File: src/rtl/pwm_sched_pkg.sv
// pwm_sched_pkg: shared constants and types for the multi-channel PWM scheduler.
//   - Register address map (CTRL, PERIOD, per-channel RISE/FALL pairs).
//   - Scheduler state encoding.
//   - Reset defaults for PERIOD, RISE and FALL.
//   - chan_addr(): address of RISE_i (is_fall=0) or FALL_i (is_fall=1).
package pwm_sched_pkg;

    localparam logic [5:0] ADDR_CTRL    = 6'd0;
    localparam logic [5:0] ADDR_PERIOD  = 6'd1;
    localparam logic [5:0] ADDR_CH_BASE = 6'd2;

    localparam int RST_PERIOD = 15;
    localparam int RST_RISE   = 4;
    localparam int RST_FALL   = 7;

    typedef enum logic [1:0] {
        ST_STOP     = 2'd0,
        ST_RUN      = 2'd1,
        ST_STOPPING = 2'd2
    } state_t;

    function automatic logic [5:0] chan_addr(input int ch, input logic is_fall);
        return ADDR_CH_BASE + 6'(2 * ch) + {5'b0, is_fall};
    endfunction

endpackage

File: src/rtl/pwm_sched_if.sv
// pwm_sched_if: register write port of the PWM scheduler.
//   wr_valid  request from the master
//   wr_ready  slave can accept this cycle
//   wr_addr   6-bit register address
//   wr_data   CNT_W-bit write data
// Handshake: a write transfers on every rising clock edge where
// wr_valid && wr_ready; the master holds addr/data stable while wr_valid is
// high and not yet accepted, and wr_ready never depends on wr_valid.
interface pwm_sched_if #(
    parameter int CNT_W = 16
);
    logic             wr_valid;
    logic             wr_ready;
    logic [5:0]       wr_addr;
    logic [CNT_W-1:0] wr_data;

    modport master (output wr_valid, output wr_addr, output wr_data, input wr_ready);
    modport slave  (input wr_valid, input wr_addr, input wr_data, output wr_ready);
endinterface

File: src/rtl/pwm_sched_chan.sv
// pwm_sched_chan: one PWM compare channel.
// Holds pending and active RISE/FALL values and the registered output.
// Ports:
//   clk, rstn   clock, synchronous active-low reset
//   cnt         shared period counter
//   active      scheduler is in RUN or STOPPING
//   wrap        counter is at the active PERIOD this cycle
//   commit      copy pending RISE/FALL into active
//   rise_we     write wr_data into pending RISE
//   fall_we     write wr_data into pending FALL
//   wr_data     write data
//   pwm         registered channel output
module pwm_sched_chan
    import pwm_sched_pkg::*;
#(
    parameter int CNT_W = 16
) (
    input  logic             clk,
    input  logic             rstn,
    input  logic [CNT_W-1:0] cnt,
    input  logic             active,
    input  logic             wrap,
    input  logic             commit,
    input  logic             rise_we,
    input  logic             fall_we,
    input  logic [CNT_W-1:0] wr_data,
    output logic             pwm
);

    logic [CNT_W-1:0] rise_pend;
    logic [CNT_W-1:0] fall_pend;
    logic [CNT_W-1:0] rise_act;
    logic [CNT_W-1:0] fall_act;

    always_ff @(posedge clk) begin
        if (!rstn) begin
            rise_pend <= CNT_W'(RST_RISE);
            fall_pend <= CNT_W'(RST_FALL);
            rise_act  <= CNT_W'(RST_RISE);
            fall_act  <= CNT_W'(RST_FALL);
            pwm       <= 1'b0;
        end else begin
            if (rise_we) rise_pend <= wr_data;
            if (fall_we) fall_pend <= wr_data;
            if (commit) begin
                rise_act <= rise_pend;
                fall_act <= fall_pend;
            end
            // Wrap forces low so every period starts low; fall beats rise.
            if (!active || wrap)       pwm <= 1'b0;
            else if (cnt == fall_act)  pwm <= 1'b0;
            else if (cnt == rise_act)  pwm <= 1'b1;
        end
    end

endmodule

File: src/rtl/pwm_sched.sv
// pwm_sched: multi-channel PWM scheduler with period-boundary commit.
// One shared counter runs 0..PERIOD; NCH channels compare it against their
// own RISE/FALL points. PERIOD/RISE/FALL writes land in pending copies and
// are committed at a period wrap (RUN) or when starting from STOP.
// Optional feature macro: PWM_SCHED_IRQ_EN adds the period_end pulse output.
// Ports:
//   clk, rstn   clock, synchronous active-low reset
//   wr          register write port (slave side of pwm_sched_if)
//   pwm_out     NCH registered PWM outputs
//   running     1 in RUN or STOPPING
//   state       current scheduler state, for observation
//   period_end  (PWM_SCHED_IRQ_EN only) 1-cycle pulse after every wrap
module pwm_sched
    import pwm_sched_pkg::*;
#(
    parameter int NCH   = 4,
    parameter int CNT_W = 16
) (
    input  logic           clk,
    input  logic           rstn,
    pwm_sched_if.slave     wr,
    output logic [NCH-1:0] pwm_out,
    output logic           running,
    output state_t         state
`ifdef PWM_SCHED_IRQ_EN
    ,
    output logic           period_end
`endif
);

    state_t           state_q;
    state_t           state_d;
    logic [CNT_W-1:0] cnt;
    logic [CNT_W-1:0] period;
    logic [CNT_W-1:0] period_pend;
    logic             upd_pend;
    logic             wrap;
    logic             fire;
    logic             ctrl_we;
    logic             period_we;
    logic             commit;
    logic [NCH-1:0]   rise_we;
    logic [NCH-1:0]   fall_we;
    logic             pend_we;

    // Wrap is the commit cycle; blocking writes here keeps commit and
    // write apart.
    assign wrap        = (state_q != ST_STOP) && (cnt == period);
    assign wr.wr_ready = !wrap;
    assign fire        = wr.wr_valid && wr.wr_ready;
    assign ctrl_we     = fire && (wr.wr_addr == ADDR_CTRL);
    assign period_we   = fire && (wr.wr_addr == ADDR_PERIOD);
    assign pend_we     = period_we || (|rise_we) || (|fall_we);
    assign commit      = upd_pend &&
                         (((state_q == ST_STOP) && ctrl_we && wr.wr_data[0]) ||
                          ((state_q == ST_RUN) && wrap));
    assign running     = (state_q != ST_STOP);
    assign state       = state_q;

    always_ff @(posedge clk) begin
        if (!rstn) state_q <= ST_STOP;
        else       state_q <= state_d;
    end

    always_comb begin
        state_d = state_q;
        case (state_q)
            ST_STOP:     if (ctrl_we && wr.wr_data[0]) state_d = ST_RUN;
            ST_RUN:      if (ctrl_we && !wr.wr_data[0]) state_d = ST_STOPPING;
            ST_STOPPING: begin
                if (wrap)                            state_d = ST_STOP;
                else if (ctrl_we && wr.wr_data[0])   state_d = ST_RUN;
            end
            default:                                 state_d = ST_STOP;
        endcase
    end

    always_ff @(posedge clk) begin
        if (!rstn) begin
            cnt         <= '0;
            period      <= CNT_W'(RST_PERIOD);
            period_pend <= CNT_W'(RST_PERIOD);
            upd_pend    <= 1'b0;
        end else begin
            if ((state_q == ST_STOP) || wrap) cnt <= '0;
            else                              cnt <= cnt + CNT_W'(1);
            // PERIOD 0 is stored as 1 so the counter always has two states.
            if (period_we)
                period_pend <= (wr.wr_data == '0) ? CNT_W'(1) : wr.wr_data;
            if (commit) period <= period_pend;
            // A RUN wrap clears upd_pend whether or not anything committed;
            // a STOPPING wrap leaves pending values waiting for the next start.
            if (pend_we)                                   upd_pend <= 1'b1;
            else if (commit || ((state_q == ST_RUN) && wrap)) upd_pend <= 1'b0;
        end
    end

`ifdef PWM_SCHED_IRQ_EN
    always_ff @(posedge clk) begin
        if (!rstn) period_end <= 1'b0;
        else       period_end <= wrap;
    end
`endif

    for (genvar i = 0; i < NCH; i++) begin : g_ch
        assign rise_we[i] = fire && (wr.wr_addr == chan_addr(i, 1'b0));
        assign fall_we[i] = fire && (wr.wr_addr == chan_addr(i, 1'b1));

        pwm_sched_chan #(.CNT_W(CNT_W)) u_chan (
            .clk     (clk),
            .rstn    (rstn),
            .cnt     (cnt),
            .active  (running),
            .wrap    (wrap),
            .commit  (commit),
            .rise_we (rise_we[i]),
            .fall_we (fall_we[i]),
            .wr_data (wr.wr_data),
            .pwm     (pwm_out[i])
        );
    end

endmodule

File: src/flat_wrapper.sv
// flat-port wrapper written by rule: the top's interface ports become plain ports
module pwm_sched_flat import pwm_sched_pkg::*;
#(
    parameter int NCH   = 4,
    parameter int CNT_W = 16
)
  (clk, rstn, pwm_out, running, state, wr_wr_valid, wr_wr_addr, wr_wr_data, wr_wr_ready);
  pwm_sched_if #(.CNT_W(CNT_W)) wr_i ();
  input  logic clk;
  input  logic rstn;
  output logic [NCH-1:0] pwm_out;
  output logic running;
  output state_t state;
  input wire logic [$bits(wr_i.wr_valid)-1:0] wr_wr_valid;
  input wire logic [$bits(wr_i.wr_addr)-1:0] wr_wr_addr;
  input wire logic [$bits(wr_i.wr_data)-1:0] wr_wr_data;
  output wire logic [$bits(wr_i.wr_ready)-1:0] wr_wr_ready;
  assign wr_i.wr_valid = wr_wr_valid;
  assign wr_i.wr_addr = wr_wr_addr;
  assign wr_i.wr_data = wr_wr_data;
  assign wr_wr_ready = wr_i.wr_ready;
  pwm_sched #(.NCH(NCH), .CNT_W(CNT_W)) u_core (.clk(clk), .rstn(rstn), .wr(wr_i), .pwm_out(pwm_out), .running(running), .state(state));
endmodule
File: config.mk
export PLATFORM = sky130hd
export DESIGN_NAME = pwm_sched_flat
export DESIGN_NICKNAME = d
export VERILOG_FILES = /design/src/rtl/pwm_sched_pkg.sv /design/src/rtl/pwm_sched_if.sv /design/src/rtl/pwm_sched_chan.sv /design/src/rtl/pwm_sched.sv /design/src/flat_wrapper.sv
export SDC_FILE = /design/constraint.sdc
export NUM_CORES = 1
export LEC_CHECK = 0
export CAP_MARGIN = 15
export CORE_MARGIN = 8
export CORE_UTILIZATION = 45
export CTS_CLUSTER_DIAMETER = 200
export CTS_CLUSTER_SIZE = 28
export DETAILED_ROUTE_END_ITERATION = 8
export PLACE_DENSITY = 0.73
export SLEW_MARGIN = 20
export SYNTH_ARGS = -nofsm -noshare
export SYNTH_HDL_FRONTEND = slang
export SYNTH_HIERARCHICAL = 1
export SYNTH_SLANG_ARGS = --single-unit
File: constraint.sdc
create_clock -name clk -period 3.02 [get_ports clk]
set_input_delay 0.604 -clock clk [delete_from_list [all_inputs] [get_ports clk]]
set_output_delay 0.604 -clock clk [all_outputs]
set_load 0.02 [all_outputs]
==> impl_metrics.toml <==
[outcome]
status = "finished, final reports clean"

[setup_path]
regToRegSetupSlack_ns = 0.46
endpoint_kind = "primary output"
crit_type = "reg -> out"
critical_path.slowest_cell = "clkdlybuf4s50_1"
worstSetupStartpoint = "u_core/state[0]"
worst-endpoint-arrival_ns = 2.24
worst_path_largest_cell_delay_ns = 0.71
destination_of_the_worst_register_to_register_timing_path = "u_core/g_ch[1].u_chan/fall_pend[1]"
crit_chain = "nor2_1, inv_1, clkdlybuf4s50_1"
cp.required_ns = 2.42
worst-r2r-cell-count = 8
crit_end = "running"
rr_startpoint = "u_core/period[11]"
largest_fanout_on_the_critical_path = 9
timing.critical_path.from_type = "register"

[sta]
rsz0062_at_grt = "no"
timing_worst_slew_pin_value_ns = 0.831
clock.fmax_ghz = 0.352
hold_ws_ns = 0.473
timing_hold_violations_final = 0
timing.slew.headroom_pct = 44.2
post-route-period-util_pct = 94.1
setup-violations-final = 0
drv_slew = 0
final.setup.worst_slack_ns = 0.177
setup_clock_skew_after_layout_ns = 0.0320
fin_tns_setup_ns = 0
layout_min_cycle_time_ns = 2.84

[floorplan]
std_cell_core_area_sq_um = 30300
initial_utilization_pct = 45.2
io-pin-count = 33
rows = 64
die_h_um = 190
floorplan.die.width_um = 190
fp.dieArea_sq_um = 36200

[pwr]
power_density_nw_per_um2 = 436
vdd.ir_drop.worst_mv = 0.282
p_leak_nw = 4.95

[logic_synthesis]
synth.top_cell.area_share_pct = 45.5
synth_area_sq_um = 13700
yosysTopAreaCell = "dfxtp_1"
yosysWarnings = 6
synth_async_sr_flop_share_pct = 0
syn-num-nets = 1309
yosysUniqueCellTypes = 42
syn_avg_cell_area_sq_um = 10.7
postSynthRegisterBits = 311
synth_area_leaders = "dfxtp_1, mux2i_1, nor2b_1"
synth_top_flop_cell = "dfxtp_1"
syn_inst = 1283
synth.yosys.seq_area_share_pct = 45.5
synth_edf_count = 0

[job]
drv_cap = 0

[finish]
area_delta_synth_final_pct = 11.5
fin_util_pct = 50.3
final_nets = 1348
seqCellArea_sq_um = 6230
num-fill-cells = 2742
multi_input_area_sq_um = 7040
antenna_cells = 0
final_layout_size_suffix_gt1_share_pct = 8.85

[grt]
grt_remaining_overflow = 0
first_pass_grt_wire_length_mm = 52.1
global_route.usage.total_pct = 18.4
antenna_violations_before_repair = 0
grt_pass1_vias = 8786
grt_max_degree = 96

[route]
first_iter_violations = 635
drt.antenna.violating_nets = 0
detail_route.drc_violations = 0
route.detailed.vias_per_inst = 5.16
route.detailed.wl_per_inst_um = 19.6
finalWirelength_mm = 33.6
drt-pass1-iter-count = 5
vias = 8863

[place]
io_buffer_count = 32
place.gp.congestion = 0.818
dp_hpwl_mm = 21.7
preCtsSetupSlack_ns = 0.147

[cts]
cts_num_sinks = 311
tritoncts.num_buffers = 15
tritoncts = "done"
clock_path_buffers = 3
cts.hold.buffers_added = 0
htreeDepth = 1
ctsResizeCount = 5
clkLatencyLatePin_ns = 0.51
clock_transition_time_at_the_flip_flop_clock_pins_of_the_worst_setup_and_hold_paths_ns = 0.11
post-cts-setup-buffers = 0
clk_root_buffer_cell = "clkbuf_16"

[min_path]
worst_hold_path_type = "reg -> reg"
## registers in the layout, indices dropped and copies added (netlist names)
name                          cells
u_core/g_ch.u_chan/fall_act      64
u_core/g_ch.u_chan/fall_pend     64
u_core/g_ch.u_chan/rise_act      64
u_core/g_ch.u_chan/rise_pend     64
u_core/cnt                       16
u_core/period                    16
u_core/period_pend               16
u_core/g_ch.u_chan/pwm            4
u_core/state                      2
u_core/upd_pend                   1
## area by class of cell
| cell class | count | share of cell area, % |
|---|---|---|
| timing repair buffer | 96 | 6.82 |
| sequential | 311 | 40.9 |
| inverter | 5 | 0.123 |
| clock buffer | 15 | 2.46 |
| tap | 396 | 3.25 |
| multi-input combinational | 893 | 46.2 |
| clock inverter | 2 | 0.255 |
## worst min path at each step
| stage | start | end | slack, ns | depth (start not counted) |
|---|---|---|---|---|
| after floorplan | u_core/g_ch[0].u_chan/fall_pend[0] | u_core/g_ch[0].u_chan/fall_pend[0] | 0.44 | 2 |
| after global placement | u_core/period_pend[12] | u_core/period_pend[12] | 0.45 | 2 |
| after detailed placement | u_core/g_ch[0].u_chan/fall_pend[0] | u_core/g_ch[0].u_chan/fall_act[0] | 0.46 | 2 |
| after CTS | u_core/period_pend[7] | u_core/period_pend[7] | 0.48 | 2 |
| after global routing | u_core/g_ch[2].u_chan/fall_pend[2] | u_core/g_ch[2].u_chan/fall_act[2] | 0.49 | 2 |
| final | u_core/period_pend[7] | u_core/period_pend[7] | 0.47 | 2 |
## cell families (layout without fill, tap and decap cells)
family,after synthesis,count (layout),share of synthesized area [%]
AO/OA/AOI/OAI,16,16,0.989
multiplexers,288,288,21.1
buffers and inverters,79,118,3.45
XOR/XNOR,158,158,10.2
AND/OR/NAND/NOR,430,430,18.6
flip-flops,311,311,45.5
adder cells (fa/ha/maj),1,1,0.0915
## metrics by stage
| step | total power [W] | cell area (sq um) | cells |
|---|---|---|---|
| global route | 0.00685 | 15200 | 1718 |
| finish | 0.00665 | 15200 | 1718 |
| detailed placement | 0.00449 | 14800 | 1701 |
| floorplan | 0.00434 | 13700 | 1283 |
| CTS | 0.00669 | 15200 | 1718 |
| global placement | 0.00449 | 14800 | 1701 |
## report_power, final
part	leakage (nW)	total (W)	switching (W)	internal, W
Clock	0.201	0.00225	0.00132	0.000929
Sequential	2.51	0.00411	0.00000461	0.00411
Combinational	2.25	0.000288	0.000166	0.000121
Total	4.95	0.00665	0.00149	0.00516
## worst max-delay path: cells and delay by family (launching register included)
| kind | cells | cell delay [ns] |
|---|---|---|
| simple gates | 1 | 0.13 |
| buf+inv | 2 | 1.13 |
| flops | 1 | 0.47 |
## cells in the mapped netlist, types with 2 or more instances
library cell   count
clkbuf_8           2
nand4_1           21
nor2b_1          235
inv_1              5
and3_1             4
xor2_1            85
nand2_1           76
clkbuf_1          28
and2_1             2
dlygate4sd3_1      2
a41oi_1            6
buf_4             20
nand3b_1           5
nand3_1           11
xnor2_1           71
buf_6              4
nor3_1            10
nand2b_1           4
buf_2             17
nor4_1            14
xor2_2             2
a21oi_1            2
nor4_2            17
mux2i_1          288
dfxtp_1          311
nor2_1            25
## cell usage in the layout, fill, tap and decap left out, types with 2 or more instances in the layout
cell type        count
dfxtp_1            311
mux2i_1            288
nor2b_1            235
xor2_1              85
nand2_1             76
xnor2_1             71
buf_4               45
clkdlybuf4s50_1     30
nor2_1              25
nor4_2              23
nand4_1             21
buf_12              19
clkbuf_16           15
nand3_1             11
nor4_1               8
nor3_1               6
a41oi_1              6
inv_1                5
nand3b_1             5
nand2b_1             4
nor3_2               4
and3_1               4
xor2_2               2
a21oi_1              2
and2_1               2
## metal layers
layer	routed length [um]	part of all wire, %	vias up	track usage [%]
li1	-	-	4351	-
met1	16400	49	4327	25.6
met2	15100	45	149	29.3
met3	1180	3.5	36	2.34
met4	906	2.7	0	5.52
met5	0	0	-	0
No activity file was read; power rests on OpenSTA's default activity.
